<file path="config.mk">
export PLATFORM = sky130hd
export DESIGN_NAME = hand_scorer
export DESIGN_NICKNAME = d
export VERILOG_FILES = /design/src/rtl/hand_pkg.sv /design/src/rtl/hand_lane.sv /design/src/rtl/hand_scorer.sv
export SDC_FILE = /design/constraint.sdc
export NUM_CORES = 1
export LEC_CHECK = 0
export BUFFER_PORTS_ARGS = -buffer_cell sky130_fd_sc_hd__buf_2
export CAP_MARGIN = 40
export CORE_MARGIN = 3
export CORE_UTILIZATION = 54
export CTS_CLUSTER_SIZE = 20
export DETAILED_ROUTE_END_ITERATION = 7
export PLACE_DENSITY = 0.84
export REMOVE_ABC_BUFFERS = 1
export SETUP_SLACK_MARGIN = 0.4
export SLEW_MARGIN = 15
export SYNTH_ARGS = -nofsm -noshare
export SYNTH_HDL_FRONTEND = slang
export SYNTH_HIERARCHICAL = 1
export SYNTH_SLANG_ARGS = --single-unit
</file>
<file path="constraint.sdc">
create_clock -name slow_clock -period 3.6 [get_ports slow_clock]
set_input_delay 0.36 -clock slow_clock [delete_from_list [all_inputs] [get_ports slow_clock]]
set_output_delay 0.36 -clock slow_clock [all_outputs]
set_load 0.005 [all_outputs]
</file>
<file path="src/rtl/hand_pkg.sv">
// Shared definitions for the sequential hand scorer.
// Holds the default build parameters, the derived-width helpers and the hand
// index constants. It also holds the per-hand occupancy state type.
package hand_pkg;

    localparam int NUM_HANDS_DEF   = 2;
    localparam int MAX_CARDS_DEF   = 3;
    localparam int MODULUS_DEF     = 10;
    localparam int FACE_LIMIT_DEF  = 9;
    localparam int NATURAL_MIN_DEF = 8;
    localparam int CARD_W_DEF      = 4;

    localparam int PLAYER = 0;
    localparam int DEALER = 1;

    typedef enum logic [1:0] {
        ST_EMPTY   = 2'd0,
        ST_PARTIAL = 2'd1,
        ST_FULL    = 2'd2
    } hand_state_e;

    function automatic int score_w(input int modulus);
        return (modulus > 1) ? $clog2(modulus) : 1;
    endfunction

    function automatic int cnt_w(input int max_cards);
        return (max_cards > 0) ? $clog2(max_cards + 1) : 1;
    endfunction

    function automatic int hand_w(input int num_hands);
        return (num_hands > 1) ? $clog2(num_hands) : 1;
    endfunction

endpackage

</file>
<file path="src/rtl/hand_lane.sv">
// One hand of the scorer: face-card mapping, modular running score, card
// count, full and latched natural flag.
// Ports:
//   slow_clock  clock
//   resetb      synchronous active-low reset
//   clear       synchronous clear of this hand
//   accept      a card is taken into this hand at this edge
//   card_value  raw card value
//   score       registered running score mod MODULUS
//   count       registered number of cards held
//   full        high when count == MAX_CARDS
//   natural     latched natural flag
//
// state      | meaning
// -----------+--------------------------------------
// ST_EMPTY   | no cards held (after reset or clear)
// ST_PARTIAL | 1 .. MAX_CARDS-1 cards held
// ST_FULL    | MAX_CARDS cards held, further cards refused
module hand_lane
    import hand_pkg::*;
#(
    parameter int MAX_CARDS   = MAX_CARDS_DEF,
    parameter int MODULUS     = MODULUS_DEF,
    parameter int FACE_LIMIT  = FACE_LIMIT_DEF,
    parameter int NATURAL_MIN = NATURAL_MIN_DEF,
    parameter int CARD_W      = CARD_W_DEF,
    parameter int SCORE_W     = score_w(MODULUS),
    parameter int CNT_W       = cnt_w(MAX_CARDS)
) (
    input  logic               slow_clock,
    input  logic               resetb,
    input  logic               clear,
    input  logic               accept,
    input  logic [CARD_W-1:0]  card_value,
    output logic [SCORE_W-1:0] score,
    output logic [CNT_W-1:0]   count,
    output logic               full,
    output logic               natural
);

    localparam logic [CARD_W-1:0]  FACE_C = CARD_W'(FACE_LIMIT);
    localparam logic [SCORE_W:0]   MOD_C  = (SCORE_W + 1)'(MODULUS);
    localparam logic [SCORE_W-1:0] NAT_C  = SCORE_W'(NATURAL_MIN);
    localparam logic [CNT_W-1:0]   MAX_C  = CNT_W'(MAX_CARDS);
    localparam logic [CNT_W-1:0]   ONE_C  = CNT_W'(1);

    hand_state_e        state;
    logic [SCORE_W-1:0] card_pts;
    logic [SCORE_W:0]   sum;
    logic [SCORE_W-1:0] score_next;
    logic [CNT_W-1:0]   count_next;

    // Mapped points never exceed FACE_LIMIT < MODULUS, so one conditional
    // subtract at SCORE_W+1 bits is enough to stay in range.
    always_comb begin
        card_pts   = (card_value > FACE_C) ? '0 : SCORE_W'(card_value);
        sum        = {1'b0, score} + {1'b0, card_pts};
        if (sum >= MOD_C) begin
            sum = sum - MOD_C;
        end
        score_next = sum[SCORE_W-1:0];
        count_next = count + ONE_C;
    end

    always_ff @(posedge slow_clock) begin
        if (!resetb || clear) begin
            state   <= ST_EMPTY;
            score   <= '0;
            count   <= '0;
            natural <= 1'b0;
        end else if (accept) begin
            score <= score_next;
            count <= count_next;
            state <= (count_next == MAX_C) ? ST_FULL : ST_PARTIAL;
            // Natural is judged only on the second card and then held.
            if (count == ONE_C && score_next >= NAT_C) begin
                natural <= 1'b1;
            end
        end
    end

    assign full = (state == ST_FULL);

endmodule

</file>
<file path="src/rtl/hand_scorer.sv">
// Sequential multi-hand baccarat scorer. Cards arrive one per cycle over a
// valid/ready handshake and are routed to the hand named by card_hand.
// Ports:
//   slow_clock  clock, all state on its rising edge
//   resetb      synchronous active-low reset
//   clear       synchronous clear of every hand, wins over a card
//   card_valid  a card is presented
//   card_hand   destination hand index
//   card_value  raw card value
//   card_ready  combinational: index in range and that hand not full
//   score       per-hand running score
//   count       per-hand card count
//   full        per-hand full flag
//   natural     per-hand latched natural flag
//   overflow    one-cycle pulse after a presented card is refused
module hand_scorer
    import hand_pkg::*;
#(
    parameter  int NUM_HANDS   = NUM_HANDS_DEF,
    parameter  int MAX_CARDS   = MAX_CARDS_DEF,
    parameter  int MODULUS     = MODULUS_DEF,
    parameter  int FACE_LIMIT  = FACE_LIMIT_DEF,
    parameter  int NATURAL_MIN = NATURAL_MIN_DEF,
    parameter  int CARD_W      = CARD_W_DEF,
    localparam int SCORE_W     = score_w(MODULUS),
    localparam int CNT_W       = cnt_w(MAX_CARDS),
    localparam int HAND_W      = hand_w(NUM_HANDS)
) (
    input  logic                              slow_clock,
    input  logic                              resetb,
    input  logic                              clear,
    input  logic                              card_valid,
    input  logic [HAND_W-1:0]                 card_hand,
    input  logic [CARD_W-1:0]                 card_value,
    output logic                              card_ready,
    output logic [NUM_HANDS-1:0][SCORE_W-1:0] score,
    output logic [NUM_HANDS-1:0][CNT_W-1:0]   count,
    output logic [NUM_HANDS-1:0]              full,
    output logic [NUM_HANDS-1:0]              natural,
    output logic                              overflow
);

    logic [NUM_HANDS-1:0] hand_sel;
    logic [NUM_HANDS-1:0] accept;
    logic                 take;

    // An index that matches no hand leaves card_ready low, which turns the
    // card into a reject.
    always_comb begin
        hand_sel   = '0;
        card_ready = 1'b0;
        for (int i = 0; i < NUM_HANDS; i++) begin
            hand_sel[i] = (card_hand == HAND_W'(i));
            if (hand_sel[i]) begin
                card_ready = ~full[i];
            end
        end
        take   = card_valid & card_ready & ~clear & resetb;
        accept = hand_sel & {NUM_HANDS{take}};
    end

    always_ff @(posedge slow_clock) begin
        if (!resetb || clear) begin
            overflow <= 1'b0;
        end else begin
            overflow <= card_valid & ~card_ready;
        end
    end

    for (genvar g = 0; g < NUM_HANDS; g++) begin : g_lane
        hand_lane #(
            .MAX_CARDS   (MAX_CARDS),
            .MODULUS     (MODULUS),
            .FACE_LIMIT  (FACE_LIMIT),
            .NATURAL_MIN (NATURAL_MIN),
            .CARD_W      (CARD_W),
            .SCORE_W     (SCORE_W),
            .CNT_W       (CNT_W)
        ) u_lane (
            .slow_clock (slow_clock),
            .resetb     (resetb),
            .clear      (clear),
            .accept     (accept[g]),
            .card_value (card_value),
            .score      (score[g]),
            .count      (count[g]),
            .full       (full[g]),
            .natural    (natural[g])
        );
    end

endmodule

</file>
==> metrics.txt <==
# TYPE chip_impl_metric gauge
chip_impl_info{name="status",value="finished clean"} 1
chip_impl_metric{name="areaGrowthSynthToFinish",unit="%"} 13.5
chip_impl_metric{name="cts_made_buffers",unit=""} 3
chip_impl_metric{name="power_density",unit="nW/µm²"} 243
chip_impl_metric{name="cts_sinks",unit=""} 19
chip_impl_metric{name="clk-insertion-delay-late",unit="ns"} 0.29
chip_impl_metric{name="finalWeightedCongestion",unit=""} 0.818
chip_impl_info{name="worst_r2r_startpoint",value="g_lane[0].u_lane/score[0]"} 1
chip_impl_info{name="most-common-layout-cells",value="buf_2 (26), dfxtp_1 (19), ha_1 (14), nor2_1 (13)"} 1
chip_impl_metric{name="io_pins",unit=""} 27
chip_impl_metric{name="netlist_area",unit="µm²"} 1360
chip_impl_metric{name="place.port_buffers",unit=""} 26
chip_impl_metric{name="synth_seq_area_share",unit="%"} 27.9
chip_impl_metric{name="firstDrtPassIters",unit=""} 4
chip_impl_metric{name="critical_path.max_stage_delay",unit="ns"} 0.48
chip_impl_info{name="worstSetupStartpointType",value="primary input"} 1
chip_impl_info{name="worstReg2RegEnd",value="g_lane[0].u_lane/score[2]"} 1
chip_impl_metric{name="core",unit="µm²"} 2300
chip_impl_metric{name="chipWidth",unit="µm"} 56.2
chip_impl_metric{name="final_net_count",unit=""} 206
chip_impl_metric{name="placement.cell_area",unit="µm²"} 1520
chip_impl_metric{name="worstPathBufferInverterCount",unit=""} 2
chip_impl_info{name="worst_path_dominant_cell_family",value="adder cells"} 1
chip_impl_metric{name="grt.met1_usage",unit="%"} 23.5
chip_impl_metric{name="layout_worst_path_cycle_share",unit="%"} 77.2
chip_impl_metric{name="number_of_cells_traversed_by_the_worst_register_to_register_path",unit=""} 9
chip_impl_metric{name="crit_path_max_fanout",unit=""} 8
chip_impl_metric{name="dp_hpwl",unit="µm"} 2370
chip_impl_metric{name="share_of_cells_above_drive_strength_1",unit="%"} 23.9
chip_impl_metric{name="max_slew.worst_pin.slew",unit="ns"} 0.624
chip_impl_metric{name="clock_tree.buffer_depth",unit=""} 2
chip_impl_metric{name="grt_pass1_wl",unit="µm"} 5140
chip_impl_metric{name="cts_max_level",unit=""} 1
chip_impl_info{name="timing.critical_path.slowest_stage_cell",value="or4_1"} 1
chip_impl_info{name="rsz0062_at_grt",value="no"} 1
chip_impl_metric{name="critical_path_required",unit="ns"} 3.83
chip_impl_metric{name="rows",unit=""} 17
chip_impl_metric{name="vias_in_the_first_global_route",unit=""} 1181
chip_impl_metric{name="ys_warnings",unit=""} 6
chip_impl_info{name="crit_end",value="g_lane[0].u_lane/score[2]"} 1
chip_impl_metric{name="finalMaxSlewViolations",unit=""} 0
chip_impl_metric{name="max_cap_violations",unit=""} 0
chip_impl_metric{name="fillerInstances",unit=""} 188
chip_impl_metric{name="yosys_register_bits",unit=""} 19
chip_impl_metric{name="globalRouteMet3Util",unit="%"} 3.48
chip_impl_metric{name="multi_input_comb_area",unit="µm²"} 922
chip_impl_info{name="worstPathCellList",value="buf_2 -> o21ai_0 -> and2_1 -> ha_1 -> fa_1 -> xnor2_1 -> ha_1 -> inv_1 -> a221oi_2 -> nor3_1 -> or4_1 -> nand3_1"} 1
chip_impl_metric{name="vert_die_dim",unit="µm"} 56.2
chip_impl_info{name="crit_top_cell",value="ha_1"} 1
chip_impl_info{name="tritoncts",value="built"} 1
chip_impl_metric{name="initial_core_util",unit="%"} 59.3
chip_impl_metric{name="design.die.area",unit="µm²"} 3160
chip_impl_metric{name="logic_depth_of_the_worst_path_buffers_included",unit=""} 12
chip_impl_metric{name="grt_util_met2",unit="%"} 35.1
chip_impl_metric{name="insertedDiodeCount",unit=""} 0
chip_impl_metric{name="final.min_clock_period",unit="ns"} 2.78
chip_impl_metric{name="maxSlewHeadroom",unit="%"} 58.3
chip_impl_info{name="hold_path.class",value="in2reg"} 1
chip_impl_metric{name="finalSetupViolations",unit=""} 0
chip_impl_metric{name="drt.antenna.violating_nets",unit=""} 0
chip_impl_metric{name="grt_start_max_net_pins",unit=""} 16
chip_impl_metric{name="post_synthesis_mean_instance_area",unit="µm²"} 8.85
chip_impl_info{name="most_common_cell_after_layout_fill_and_taps_aside",value="buf_2"} 1
chip_impl_metric{name="finalClockSkew",unit="ns"} 0.00127
chip_impl_metric{name="violation_count_after_the_first_detailed_routing_iteration",unit=""} 26
chip_impl_info{name="crit_start",value="card_value[3]"} 1
chip_impl_info{name="grt-busiest-layer",value="met2"} 1
chip_impl_metric{name="area.sequential",unit="µm²"} 380
chip_impl_metric{name="ctsResizeCount",unit=""} 0
chip_impl_metric{name="detail_route.wl_per_cell",unit="µm"} 14.4
chip_impl_metric{name="dr_total_vias",unit=""} 1216
chip_impl_metric{name="grt_overflow_total",unit=""} 0
chip_impl_info{name="clock_tree.root_cell",value="clkbuf_4"} 1
chip_impl_metric{name="initial_antenna_violation_count",unit=""} 0
chip_impl_metric{name="hold_buffers",unit=""} 0
chip_impl_metric{name="ir_worst_vdd",unit="mV"} 0.173
chip_impl_metric{name="grt_util_all_layers",unit="%"} 19.8
chip_impl_info{name="worst-setup-path-type",value="in2reg"} 1
chip_impl_metric{name="fin_setup_tns",unit="ns"} 0
chip_impl_metric{name="clock.fmax",unit="MHz"} 360
chip_impl_metric{name="netlist-cell-type-count",unit=""} 30
chip_impl_metric{name="fin_area",unit="µm²"} 1550
chip_impl_metric{name="timing.reg2reg.setup_slack",unit="ns"} 0.93
chip_impl_info{name="critPathCaptureType",value="flip-flop"} 1
chip_impl_metric{name="cellLeakagePower",unit="nW"} 0.716
chip_impl_metric{name="cp.arrival",unit="ns"} 3.01
chip_impl_metric{name="synth_cells",unit=""} 154
chip_impl_metric{name="final-hold-violation-count",unit=""} 0
chip_impl_metric{name="wl",unit="µm"} 2990
chip_impl_metric{name="remaining_drc_errors",unit=""} 0
chip_impl_metric{name="route.detailed.vias_per_inst",unit=""} 5.85
chip_impl_metric{name="post_cts_clock_slew_at_the_launch_and_capture_registers_of_the_worst_setup_and_hold_paths",unit="ns"} 0.10
chip_impl_metric{name="post_cts_buffers",unit=""} 0
==> metrics by stage <==
stage	hold WS (ns)	setup slack, ns	cells	power (mW)	util, %
4_1_cts	0.335	0.870	208	0.381	67.3
5_1_grt	0.329	0.690	208	0.396	67.3
3_3_place_gp	0.431	0.691	204	0.272	66.2
6_report	0.340	0.821	208	0.376	67.3
2_1_floorplan	0.449	0.998	148	0.257	-
3_5_place_dp	0.442	0.575	204	0.276	66.2
==> state kept, by name, indices dropped and copies added, names as in the netlist <==
| register | count |
|---|---|
| g_lane.u_lane/state | 4 |
| g_lane.u_lane/count | 4 |
| g_lane.u_lane/score | 8 |
| overflow | 1 |
| g_lane.u_lane/natural | 2 |
==> logic make-up (layout without fill, tap and decap cells) <==
group / Yosys count / count (layout) / share of synthesized area (%)
xor+xnor: 4 / 4 / 2.57
compound gates: 28 / 28 / 14.3
mux: 11 / 11 / 8.26
flops: 19 / 19 / 27.9
simple gates: 60 / 60 / 26.7
buf+inv: 16 / 42 / 4.41
fa+ha+maj: 16 / 16 / 15.8
==> area by class of cell <==
class                   instances  share of cell area [%]
inverters                      10                    2.43
flip-flops and latches         19                    24.6
well taps                      28                    2.27
clock buffers                   4                    1.70
repair buffers                 28                    9.39
multi-input cells             119                    59.6
==> synthesized netlist by cell type <==
master,number,share of area (%)
dfxtp_1,19,28
ha_1,14,13
nor2_1,13,3.6
inv_1,10,2.8
nor2b_1,10,4.6
mux2i_1,9,6.6
nand3_1,8,2.9
o21ai_0,8,2.9
a211oi_1,6,3.3
a21oi_1,6,2.2
nand3b_1,6,3.3
clkbuf_1,4,1.1
nand2_1,4,1.1
nor3b_1,4,2.2
xnor2_1,4,2.6
nor3_1,3,1.1
a21o_1,2,1.1
a21o_2,2,1.3
a221oi_2,2,2.2
and2_1,2,0.92
and4_2,2,1.5
buf_1,2,0.55
fa_1,2,2.9
mux2_2,2,1.7
nand2b_1,2,0.92
o2111ai_1,2,1.3
or3_2,2,1.1
or4_1,2,1.1
nand3b_4,1,1.5
nor3b_2,1,0.92
==> tightest hold or removal path: cells and delay by family <==
kind	cells	cell delay, ns
buffers and inverters	1	0.11
and+or+nand+nor	2	0.12
==> worst min path at each step <==
stage / slack, ns / startpoint / to / cells after the start
finish: 0.34 / card_valid / overflow / 3
global route: 0.33 / card_valid / overflow / 3
CTS: 0.33 / card_valid / overflow / 3
detailed placement: 0.44 / g_lane[0].u_lane/natural / g_lane[0].u_lane/natural / 2
global placement: 0.43 / g_lane[0].u_lane/natural / g_lane[0].u_lane/natural / 2
floorplan: 0.45 / g_lane[0].u_lane/natural / g_lane[0].u_lane/natural / 2
==> metal layers <==
| layer | vias to the layer above | part of all wire, % |
|---|---|---|
| li1 | 608 | - |
| met1 | 571 | 44 |
| met2 | 33 | 50 |
| met3 | 4 | 4.9 |
| met4 | 0 | 0.84 |
| met5 | - | 0 |
==> report_power, final <==
part | switching [mW] | internal [mW]
sequential | 0.00138 | 0.211
combinational | 0.0342 | 0.0250
clock | 0.0610 | 0.0430
(Power assumes the default switching activity.)
